$ cat src/rtl/nibble_add_sched_pkg.sv
// Shared types and constants for the nibble-serial add scheduler.
// Holds the FSM state encoding, requester ids and the round-robin pick helper.
package nibble_add_sched_pkg;

  typedef enum logic [1:0] {
    S_IDLE = 2'd0,
    S_RUN  = 2'd1,
    S_DONE = 2'd2
  } state_e;

  localparam logic ID_PC = 1'b0;
  localparam logic ID_BR = 1'b1;

  localparam int unsigned NIB_BITS = 4;

  // The pointer's requester wins if valid, otherwise the other one.
  function automatic logic rr_pick(input logic [1:0] valid, input logic ptr);
    return valid[ptr] ? ptr : ~ptr;
  endfunction

endpackage

$ cat src/rtl/nibble_add_sched_adder_cs.sv
// 4-bit carry-select adder slice: both carry-in cases are formed up front
// and the incoming carry selects the result.
module adder_cs (
  input  logic [3:0] a,
  input  logic [3:0] b,
  input  logic       ci,
  output logic [3:0] s,
  output logic       co
);

  logic [4:0] sum_c0;
  logic [4:0] sum_c1;

  always_comb begin
    sum_c0  = {1'b0, a} + {1'b0, b};
    sum_c1  = {1'b0, a} + {1'b0, b} + 5'd1;
    {co, s} = ci ? sum_c1 : sum_c0;
  end

endmodule

$ cat src/rtl/nibble_add_sched.sv
// Shares one 4-bit adder slice between the PC incrementer (id 0) and the
// branch-target adder (id 1); each add runs LSB-first, one nibble per cycle.
module nibble_add_sched
  import nibble_add_sched_pkg::*;
#(
  parameter int unsigned WIDTH = 32
) (
  input  logic             clk,
  input  logic             rst_n,
  input  logic [1:0]       req_valid,
  output logic [1:0]       req_ready,
  input  logic [WIDTH-1:0] req0_a,
  input  logic [WIDTH-1:0] req0_b,
  input  logic [WIDTH-1:0] req1_a,
  input  logic [WIDTH-1:0] req1_b,
  input  logic [1:0]       req_ci,
  output logic             res_valid,
  input  logic             res_ready,
  output logic [WIDTH-1:0] res_sum,
  output logic             res_co,
  output logic             res_id,
  output logic             busy
);

  localparam int unsigned NUM_NIB = WIDTH / NIB_BITS;
  localparam int unsigned NIB_W   = (NUM_NIB > 1) ? $clog2(NUM_NIB) : 1;

  state_e             state_q, state_d;
  logic               rr_ptr_q, rr_ptr_d;
  logic [NIB_W-1:0]   nib_idx_q, nib_idx_d;
  logic               carry_q, carry_d;
  logic [WIDTH-1:0]   a_q, a_d;
  logic [WIDTH-1:0]   b_q, b_d;
  logic [WIDTH-1:0]   sum_q, sum_d;
  logic               id_q, id_d;
  logic               co_q, co_d;

  logic               grant;
  logic [NIB_W+1:0]   nib_lo;
  logic [3:0]         nib_a, nib_b, nib_s;
  logic               nib_co;

  assign nib_lo = {nib_idx_q, 2'b00};
  assign nib_a  = a_q[nib_lo +: NIB_BITS];
  assign nib_b  = b_q[nib_lo +: NIB_BITS];

  adder_cs u_slice (
    .a  (nib_a),
    .b  (nib_b),
    .ci (carry_q),
    .s  (nib_s),
    .co (nib_co)
  );

  always_comb begin
    state_d   = state_q;
    rr_ptr_d  = rr_ptr_q;
    nib_idx_d = nib_idx_q;
    carry_d   = carry_q;
    a_d       = a_q;
    b_d       = b_q;
    sum_d     = sum_q;
    id_d      = id_q;
    co_d      = co_q;
    req_ready = '0;
    grant     = rr_pick(req_valid, rr_ptr_q);

    unique case (state_q)
      S_IDLE: begin
        // Ready is gated by rst_n so every output reads zero while reset is held.
        if (rst_n && (req_valid != 2'b00)) begin
          req_ready[grant] = 1'b1;
          a_d       = (grant == ID_PC) ? req0_a : req1_a;
          b_d       = (grant == ID_PC) ? req0_b : req1_b;
          carry_d   = req_ci[grant];
          id_d      = grant;
          nib_idx_d = '0;
          rr_ptr_d  = ~grant;
          state_d   = S_RUN;
        end
      end
      S_RUN: begin
        sum_d[nib_lo +: NIB_BITS] = nib_s;
        carry_d   = nib_co;
        nib_idx_d = nib_idx_q + 1'b1;
        if (nib_idx_q == NIB_W'(NUM_NIB - 1)) begin
          co_d      = nib_co;
          nib_idx_d = '0;
          state_d   = S_DONE;
        end
      end
      S_DONE: begin
        if (res_ready) begin
          state_d = S_IDLE;
        end
      end
      default: state_d = S_IDLE;
    endcase
  end

  always_ff @(posedge clk or negedge rst_n) begin
    if (!rst_n) begin
      state_q   <= S_IDLE;
      rr_ptr_q  <= ID_PC;
      nib_idx_q <= '0;
      carry_q   <= 1'b0;
      a_q       <= '0;
      b_q       <= '0;
      sum_q     <= '0;
      id_q      <= ID_PC;
      co_q      <= 1'b0;
    end else begin
      state_q   <= state_d;
      rr_ptr_q  <= rr_ptr_d;
      nib_idx_q <= nib_idx_d;
      carry_q   <= carry_d;
      a_q       <= a_d;
      b_q       <= b_d;
      sum_q     <= sum_d;
      id_q      <= id_d;
      co_q      <= co_d;
    end
  end

  assign res_valid = (state_q == S_DONE);
  assign busy      = (state_q != S_IDLE);
  assign res_sum   = sum_q;
  assign res_co    = co_q;
  assign res_id    = id_q;

endmodule

$ cat config.mk
export PLATFORM = sky130hd
export DESIGN_NAME = nibble_add_sched
export DESIGN_NICKNAME = d
export VERILOG_FILES = /design/src/rtl/nibble_add_sched_pkg.sv /design/src/rtl/nibble_add_sched_adder_cs.sv /design/src/rtl/nibble_add_sched.sv
export SDC_FILE = /design/constraint.sdc
export NUM_CORES = 1
export LEC_CHECK = 0
export ABC_AREA = 1
export CAP_MARGIN = 30
export CORE_UTILIZATION = 53
export DETAILED_ROUTE_END_ITERATION = 10
export PLACE_DENSITY = 0.87
export SLEW_MARGIN = 0
export SYNTH_ARGS = -nofsm -noshare
export SYNTH_HDL_FRONTEND = slang
export SYNTH_HIERARCHICAL = 1
export SYNTH_SLANG_ARGS = --single-unit
$ cat constraint.sdc
create_clock -name clk -period 6.25 [get_ports clk]
set_input_delay 0.625 -clock clk [delete_from_list [all_inputs] [get_ports clk]]
set_output_delay 0.625 -clock clk [all_outputs]
set_load 0.01 [all_outputs]
==> impl_metrics.prom, run 1 <==
# TYPE chip_impl_metric gauge
chip_impl_metric{name="pre_cts_slack",unit="ns"} 2.629
chip_impl_metric{name="antenna_violations_before_repair",unit=""} 0
chip_impl_metric{name="wl_per_cell",unit="um"} 12.09
chip_impl_metric{name="synth_enable_flop_cells",unit=""} 0
chip_impl_info{name="startpoint",value="nib_idx_q[1]"} 1
chip_impl_metric{name="yosys_reg_bits",unit=""} 105
chip_impl_metric{name="synthSimpleGateAreaFrac",unit="%"} 47.87
chip_impl_metric{name="ir_drop",unit="mV"} 0.2875
chip_impl_metric{name="post_synth_xor_area_fraction",unit="%"} 0.1397
chip_impl_metric{name="required",unit="ns"} 6.54
chip_impl_metric{name="worstMarginPinSlew",unit="ns"} 0.7577
chip_impl_metric{name="power_density",unit="mW/mm^2"} 484.5
chip_impl_metric{name="first_pass_iters",unit=""} 5
chip_impl_metric{name="floorplan.die_area",unit="mm^2"} 0.01227
chip_impl_metric{name="final.setup.worst_slack",unit="ns"} 2.523
chip_impl_info{name="status",value="finished, final reports clean"} 1
chip_impl_metric{name="vias",unit=""} 6244
chip_impl_metric{name="grt_pass1_wl",unit="um"} 26790
chip_impl_metric{name="synth_compound_area_share",unit="%"} 0.9577
chip_impl_metric{name="grt.met2_usage",unit="%"} 46.05
chip_impl_metric{name="synth_async_sr_flop_share",unit="%"} 100.0
chip_impl_metric{name="drt_iter0_markers",unit=""} 341
chip_impl_metric{name="cts_post_setup_buffers_inserted",unit=""} 0
chip_impl_info{name="grt_setup_unrepaired",value="no"} 1
chip_impl_info{name="critPathCapture",value="res_sum[29]"} 1
chip_impl_metric{name="cp.buffers_inverters",unit=""} 3
chip_impl_metric{name="synthAdderAreaFrac",unit="%"} 2.713
chip_impl_metric{name="sequential_cell_area_fraction_in_the_yosys_report",unit="%"} 41.90
chip_impl_metric{name="vias_per_cell",unit=""} 4.967
chip_impl_metric{name="static-leakage-power",unit="nW"} 4.536
chip_impl_metric{name="hold_viol",unit=""} 0
chip_impl_metric{name="placement_rows",unit=""} 39
chip_impl_metric{name="drive_gt1_share",unit="%"} 3.770
chip_impl_metric{name="max_slew_margin",unit="%"} 49.49
chip_impl_metric{name="portBuffers",unit=""} 172
chip_impl_metric{name="first_global_vias",unit=""} 6124
chip_impl_metric{name="diodes",unit=""} 0
chip_impl_metric{name="cts_resized",unit=""} 0
chip_impl_metric{name="number_of_hold_buffers_added_after_cts",unit=""} 0
chip_impl_info{name="setup.worst_path.class",value="flop to flop"} 1
chip_impl_metric{name="tritoncts_num_sinks",unit=""} 105
chip_impl_info{name="synth_ff_type",value="sky130_fd_sc_hd__dfrtp_1"} 1
chip_impl_metric{name="layout.nets",unit=""} 1257
chip_impl_info{name="post_synth_main_area_contributors",value="sky130_fd_sc_hd__dfrtp_1, sky130_fd_sc_hd__nand2_1, sky130_fd_sc_hd__nand3_1"} 1
chip_impl_info{name="critical_path.cell_chain",value="inv_1 > nand2_1 > nand2_1 > nand2_1 > nand2_1 > ha_1 > inv_1 > fa_1 > inv_1 > ha_1 > nand2_1 > o21ai_0 > nand3_1 > nor2_1 > nand4_1 > nand2_1"} 1
chip_impl_metric{name="critical_path_depth",unit=""} 16
chip_impl_metric{name="routed_wirelength",unit="um"} 15200
chip_impl_metric{name="hpwl",unit="um"} 10780
chip_impl_metric{name="reg2reg_depth",unit=""} 16
chip_impl_info{name="crit_path_top_delay_cell",value="sky130_fd_sc_hd__inv_1"} 1
chip_impl_metric{name="area_delta_synth_final",unit="%"} 32.40
chip_impl_metric{name="overflow",unit=""} 0
chip_impl_metric{name="multiplexer_share_of_the_synthesized_area",unit="%"} 0
chip_impl_metric{name="synth.distinct_cells",unit=""} 28
chip_impl_info{name="tritoncts",value="built"} 1
chip_impl_metric{name="ctsLongestPathBuffers",unit=""} 2
chip_impl_metric{name="cts_buffers",unit=""} 9
chip_impl_info{name="critical-path-top-cell-by-count",value="sky130_fd_sc_hd__nand2_1"} 1
chip_impl_metric{name="die_width",unit="um"} 110.8
chip_impl_metric{name="die_h",unit="um"} 110.8
chip_impl_metric{name="fmaxAchievable",unit="MHz"} 268.3
chip_impl_metric{name="yosys_warnings",unit=""} 6
chip_impl_metric{name="sequential_cell_area",unit="mm^2"} 0.002628
chip_impl_metric{name="clock-skew-final",unit="ns"} 0.01118
chip_impl_info{name="clock-root-buffer",value="sky130_fd_sc_hd__clkbuf_16"} 1
chip_impl_info{name="dominant_combinational_cell_family_by_area_after_synthesis",value="simple AND/OR/NAND/NOR gates"} 1
chip_impl_metric{name="cell_area_after_technology_mapping",unit="mm^2"} 0.006271
chip_impl_metric{name="cts_max_level",unit=""} 3
chip_impl_metric{name="report.final.slew_viol_count",unit=""} 0
chip_impl_metric{name="coreArea",unit="mm^2"} 0.01147
chip_impl_info{name="crit_path_end_kind",value="flop"} 1
chip_impl_metric{name="gp_routability_congestion",unit=""} 0.9106
chip_impl_metric{name="layout.filler_cells",unit=""} 922
chip_impl_info{name="top_usage_layer",value="met2"} 1
chip_impl_metric{name="drc",unit=""} 0
chip_impl_metric{name="syn-mean-instance-area",unit="um^2"} 6.512
chip_impl_metric{name="min_period_over_period",unit="%"} 59.63
chip_impl_metric{name="antenna_violating_nets_post_route",unit=""} 0
chip_impl_metric{name="synth_top_area_share",unit="%"} 41.90
chip_impl_metric{name="postSynthNetCount",unit=""} 1111
chip_impl_metric{name="use_met3",unit="%"} 2.898
chip_impl_metric{name="total_neg_setup_slack",unit="ns"} 0
chip_impl_metric{name="syn_inst",unit=""} 963
chip_impl_metric{name="cp.arrival",unit="ns"} 4.02
chip_impl_metric{name="final_core_utilization",unit="%"} 72.41
chip_impl_metric{name="met1_usage",unit="%"} 33.47
chip_impl_metric{name="floorplan.initialDensity",unit="%"} 54.69
chip_impl_info{name="category_of_the_worst_setup_path_launch_point",value="flop"} 1
chip_impl_metric{name="timing.final.setup_violations",unit=""} 0
chip_impl_metric{name="grt_start_max_net_pins",unit=""} 66
chip_impl_info{name="kind_of_cell_adding_the_most_delay_to_the_critical_path",value="simple AND/OR/NAND/NOR gates"} 1
chip_impl_info{name="regToRegStartpoint",value="nib_idx_q[1]"} 1
chip_impl_metric{name="grt_util_all_layers",unit="%"} 26.19
chip_impl_info{name="worstReg2RegEnd",value="res_sum[29]"} 1
chip_impl_metric{name="clock_latency_on_the_worst_skew_pair",unit="ns"} 0.35
chip_impl_metric{name="final_period_minus_worst_setup_slack",unit="ns"} 3.727
chip_impl_metric{name="cts.clk_slew.worst_paths",unit="ns"} 0.07
chip_impl_info{name="worst_hold_path_type",value="input port to asynchronous set/reset pin"} 1
chip_impl_metric{name="top_level_ports",unit=""} 173
chip_impl_info{name="synth_largest_area_cell",value="sky130_fd_sc_hd__dfrtp_1"} 1
chip_impl_metric{name="max_cap_violations",unit=""} 0
chip_impl_metric{name="worst-path-max-fanout",unit=""} 21
chip_impl_metric{name="slowest_delay",unit="ns"} 0.68
chip_impl_metric{name="multi_input_area",unit="mm^2"} 0.003251
chip_impl_metric{name="reg2reg_setup_slack",unit="ns"} 2.52
==> through the flow <==
step | std cells | instance area, um^2 | hold slack, ns | total power, mW
after floorplan | 963 | 6271 | 0.3294 | 2.770
after global placement | 1241 | 7979 | 0.4546 | 3.326
after detailed placement | 1241 | 7979 | 0.4627 | 3.387
after CTS | 1257 | 8303 | 0.2873 | 4.022
after global routing | 1257 | 8303 | 0.3142 | 4.405
final | 1257 | 8303 | 0.2664 | 4.023
==> synthesized netlist by cell type, drive strengths merged (2+ instances only) <==
library cell,instances
a21oi,2
buf,38
clkbuf,5
dfrtp,105
ha,12
inv,41
nand2,649
nand3,51
nand4,12
nor2,35
o21ai,7
==> cell type report <==
class | instances | area share [%]
timing repair buffer | 178 | 21.25
clock inverter | 6 | 1.145
inverter | 42 | 1.899
sequential | 105 | 31.65
clock buffer | 10 | 2.758
tap | 143 | 2.155
multi-input combinational | 773 | 39.15
==> per-layer routing <==
metal | vias to the layer above | wire, um | part of all wire, %
li1 | 3216 | - | -
met1 | 2821 | 6745 | 44
met2 | 180 | 7528 | 50
met3 | 27 | 621 | 4.1
met4 | 0 | 300 | 2.0
met5 | - | 0 | 0
==> worst register-to-register path: stages (launching register included) <==
cell and delay (ns):
sky130_fd_sc_hd__dfrtp_1 0.65, sky130_fd_sc_hd__inv_1 0.69, sky130_fd_sc_hd__nand2_1 0.12, sky130_fd_sc_hd__nand2_1 0.10, sky130_fd_sc_hd__nand2_1 0.07, sky130_fd_sc_hd__nand2_1 0.08
sky130_fd_sc_hd__ha_1 0.17, sky130_fd_sc_hd__inv_1 0.06, sky130_fd_sc_hd__fa_1 0.50, sky130_fd_sc_hd__inv_1 0.06, sky130_fd_sc_hd__ha_1 0.27, sky130_fd_sc_hd__nand2_1 0.04
sky130_fd_sc_hd__o21ai_0 0.18, sky130_fd_sc_hd__nand3_1 0.24, sky130_fd_sc_hd__nor2_1 0.23, sky130_fd_sc_hd__nand4_1 0.10, sky130_fd_sc_hd__nand2_1 0.09
==> where the power goes <==
part / internal, mW / switching, mW / total [mW]
clock: 0.356 / 0.258 / 0.615
sequential: 0.987 / 0.210 / 1.20
combinational: 0.811 / 1.40 / 2.21
==> placed cells by master (no fill, tap or decap), drive strengths merged, types with 7 or more instances in the layout <==
cell,count
nand2,649
clkdlybuf4s50,171
nand3,51
nand4,12
clkbuf,10
ha,12
dfrtp,105
inv,44
nor2,35
buf,7
o21ai,7
==> worst min-delay path by stage <==
stage,startpoint,endpoint
global placement,res_sum[0],res_sum[0]
global route,rst_n,b_q[17]
finish,rst_n,b_q[17]
detailed placement,res_sum[1],res_sum[1]
floorplan,rst_n,a_q[0]
CTS,rst_n,b_q[17]
==> logic make-up after synthesis <==
kind of cell               Yosys count
adders and majority gates           13
AOI/OAI and AO/OA                   11
xor gates and xnor gates             1
buffers and inverters               85
DFF                                105
and+or+nand+nor                    748
==> state kept, by name (all words and copies together) (netlist names) <==
| name | count |
|---|---|
| res_id | 1 |
| res_co | 1 |
| rr_ptr_q | 1 |
| a_q | 32 |
| res_sum | 32 |
| b_q | 32 |
| state_q | 2 |
| nib_idx_q | 3 |
| carry_q | 1 |
(Power assumes the default switching activity.)
==> run 2, diff against run 1 <==
- CORE_UTILIZATION: 53 -> 44
- PLACE_DENSITY: 0.87 -> 0.77
- clock period: 6.25 -> 3.4 ns (I/O delays scaled with it)
==> impl_metrics.prom, run 2 (synthesized netlist as in run 1, its figures left out) <==
# TYPE chip_impl_metric gauge
chip_impl_metric{name="die_width",unit="um"} 121.4
chip_impl_metric{name="drc",unit=""} 0
chip_impl_info{name="status",value="finished, final reports clean"} 1
chip_impl_metric{name="top_level_ports",unit=""} 173
chip_impl_metric{name="grt_util_all_layers",unit="%"} 22.55
chip_impl_info{name="category_of_the_worst_setup_path_launch_point",value="flop"} 1
chip_impl_metric{name="gp_routability_congestion",unit=""} 0.8731
chip_impl_metric{name="min_period_over_period",unit="%"} 92.74
chip_impl_metric{name="grt_start_max_net_pins",unit=""} 75
chip_impl_metric{name="grt_pass1_wl",unit="um"} 26710
chip_impl_info{name="regToRegStartpoint",value="nib_idx_q[0]"} 1
chip_impl_metric{name="cp.buffers_inverters",unit=""} 3
chip_impl_info{name="crit_path_end_kind",value="flop"} 1
chip_impl_metric{name="wl_per_cell",unit="um"} 12.04
chip_impl_metric{name="portBuffers",unit=""} 172
chip_impl_metric{name="hold_viol",unit=""} 0
chip_impl_metric{name="placement_rows",unit=""} 43
chip_impl_info{name="worstReg2RegEnd",value="res_sum[21]"} 1
chip_impl_metric{name="total_power",unit="mW"} 7.334
chip_impl_info{name="critical_path.cell_chain",value="buf_6 > nand2_1 > nand2_1 > nand2_1 > nand2_1 > nand2_1 > nand2_1 > ha_1 > inv_1 > fa_1 > inv_1 > ha_1 > nand2_1 > o21ai_0 > nand3_1 > nor2_1 > nand4_1 > nand2_1"} 1
chip_impl_metric{name="hpwl",unit="um"} 11360
chip_impl_metric{name="worstMarginPinSlew",unit="ns"} 0.9321
chip_impl_metric{name="cp.arrival",unit="ns"} 3.44
chip_impl_metric{name="floorplan.die_area",unit="mm^2"} 0.01473
chip_impl_info{name="worst_hold_path_type",value="flop to flop"} 1
chip_impl_metric{name="final_period_minus_worst_setup_slack",unit="ns"} 3.153
chip_impl_metric{name="first_global_vias",unit=""} 5916
chip_impl_metric{name="max_slew_margin",unit="%"} 37.86
chip_impl_metric{name="ctsLongestPathBuffers",unit=""} 2
chip_impl_metric{name="cts_buffers",unit=""} 9
chip_impl_metric{name="antenna_violating_nets_post_route",unit=""} 0
chip_impl_metric{name="ir_drop",unit="mV"} 0.4637
chip_impl_metric{name="worst-path-max-fanout",unit=""} 39
chip_impl_metric{name="layout.nets",unit=""} 1263
chip_impl_metric{name="report.final.slew_viol_count",unit=""} 0
chip_impl_metric{name="tritoncts_num_sinks",unit=""} 105
chip_impl_metric{name="drive_gt1_share",unit="%"} 4.200
chip_impl_info{name="critPathCapture",value="res_sum[21]"} 1
chip_impl_info{name="crit_path_top_delay_cell",value="sky130_fd_sc_hd__fa_1"} 1
chip_impl_metric{name="static-leakage-power",unit="nW"} 4.551
chip_impl_metric{name="antenna_violations_before_repair",unit=""} 0
chip_impl_metric{name="clock_latency_on_the_worst_skew_pair",unit="ns"} 0.35
chip_impl_metric{name="die_h",unit="um"} 121.4
chip_impl_info{name="critical-path-top-cell-by-count",value="sky130_fd_sc_hd__nand2_1"} 1
chip_impl_info{name="setup.worst_path.class",value="flop to flop"} 1
chip_impl_metric{name="max_cap_violations",unit=""} 0
chip_impl_metric{name="reg2reg_depth",unit=""} 18
chip_impl_metric{name="slowest_delay",unit="ns"} 0.53
chip_impl_info{name="startpoint",value="nib_idx_q[0]"} 1
chip_impl_metric{name="fmaxAchievable",unit="MHz"} 317.1
chip_impl_metric{name="vias_per_cell",unit=""} 4.765
chip_impl_metric{name="routed_wirelength",unit="um"} 15640
chip_impl_metric{name="diodes",unit=""} 0
chip_impl_info{name="most-common-layout-cells",value="sky130_fd_sc_hd__nand2_1, sky130_fd_sc_hd__clkdlybuf4s50_1, sky130_fd_sc_hd__dfrtp_1"} 1
chip_impl_metric{name="drt_iter0_markers",unit=""} 400
chip_impl_metric{name="floorplan.initialDensity",unit="%"} 45.18
chip_impl_metric{name="overflow",unit=""} 0
chip_impl_metric{name="total_neg_setup_slack",unit="ns"} 0
chip_impl_info{name="clock-root-buffer",value="sky130_fd_sc_hd__clkbuf_16"} 1
chip_impl_metric{name="cts_max_level",unit=""} 3
chip_impl_metric{name="clock-skew-final",unit="ns"} 0.007675
chip_impl_info{name="tritoncts",value="built"} 1
chip_impl_info{name="most_common_cell_after_layout_fill_and_taps_aside",value="sky130_fd_sc_hd__nand2_1"} 1
chip_impl_metric{name="cts_post_setup_buffers_inserted",unit=""} 0
chip_impl_metric{name="required",unit="ns"} 3.69
chip_impl_info{name="grt_setup_unrepaired",value="no"} 1
chip_impl_metric{name="first_pass_iters",unit=""} 5
chip_impl_metric{name="vias",unit=""} 6190
chip_impl_metric{name="reg2reg_setup_slack",unit="ns"} 0.25
chip_impl_metric{name="power_density",unit="mW/mm^2"} 876.5
chip_impl_info{name="timing.hold.worst.start",value="b_q[18]"} 1
chip_impl_metric{name="critical_path_depth",unit=""} 18
chip_impl_metric{name="area_delta_synth_final",unit="%"} 33.42
chip_impl_info{name="kind_of_cell_adding_the_most_delay_to_the_critical_path",value="simple AND/OR/NAND/NOR gates"} 1
chip_impl_metric{name="coreArea",unit="mm^2"} 0.01388
chip_impl_metric{name="timing.final.setup_violations",unit=""} 0
chip_impl_metric{name="cts.clk_slew.worst_paths",unit="ns"} 0.07
[run 2: cell types whose count changed in the layout (fill, tap and decap cells not counted)]
| cell | before | now |
|---|---|---|
| sky130_fd_sc_hd__buf_4 | 7 | 11 |
| sky130_fd_sc_hd__bufinv_16 | 2 | 0 |
| sky130_fd_sc_hd__clkbuf_8 | 0 | 2 |
| sky130_fd_sc_hd__buf_6 | 0 | 1 |
| sky130_fd_sc_hd__clkbuf_1 | 1 | 0 |
| sky130_fd_sc_hd__dlygate4sd3_1 | 0 | 1 |
| sky130_fd_sc_hd__inv_2 | 2 | 1 |
| sky130_fd_sc_hd__inv_4 | 0 | 1 |
[run 2: worst min-delay path: cells and delay by family (launching register included)]
family / cells / cell delay (ns)
AND/OR/NAND/NOR: 2 / 0.10
flip-flops: 1 / 0.34
[run 2: through the flow]
step                      instances  area (um^2)  hold slack [ns]  utilization (%)  setup WS, ns
final                          1299         8367           0.4807            60.28        0.2467
after CTS                      1299         8361           0.4847            60.23        0.1882
after global placement         1283         8063           0.3278            58.09        0.3853
after floorplan                 963         6271          0.04441                -        0.6032
after detailed placement       1283         8063           0.3221            58.09        0.2559
after global routing           1299         8367           0.5060            60.28       0.02528
[run 2: how the worst min path moves through the flow]
stage	to	slack [ns]	cells past startpoint
floorplan	a_q[0]	0.04	0
global placement	nib_idx_q[0]	0.33	1
detailed placement	nib_idx_q[0]	0.32	1
CTS	res_sum[2]	0.48	2
global route	res_sum[16]	0.51	2
finish	b_q[18]	0.48	2
[run 2: timing repair]
item                       CTS  global route
setup endpoints to repair    0             9
hold endpoints to repair    31             0
hold buffers                 1             0
resized for setup            0             3
[run 2: power by group]
group	switching (mW)	internal (mW)	total [mW]
Combinational	2.62	1.53	4.15
Clock	0.471	0.543	1.01
Sequential	0.352	1.82	2.17
Total	3.44	3.89	7.33
[run 2: cell type report]
cell class / instances / area (um^2)
Clock buffer: 11 / 252.7
Inverter: 42 / 160.2
Timing Repair Buffer: 184 / 1815
Fill cell: 1302 / 5514
Clock inverter: 4 / 35.03
Multi-Input combinational cell: 773 / 3251
Sequential cell: 105 / 2628
Tap cell: 180 / 225.2
[run 2: metal layers]
layer	GRT usage (%)	routed length, um	vias to the layer above
li1	-	-	3229
met2	39.24	7774	176
met3	3.336	718	15
met4	4.784	191	0
met5	0	0	-
met1	29.53	6954	2770
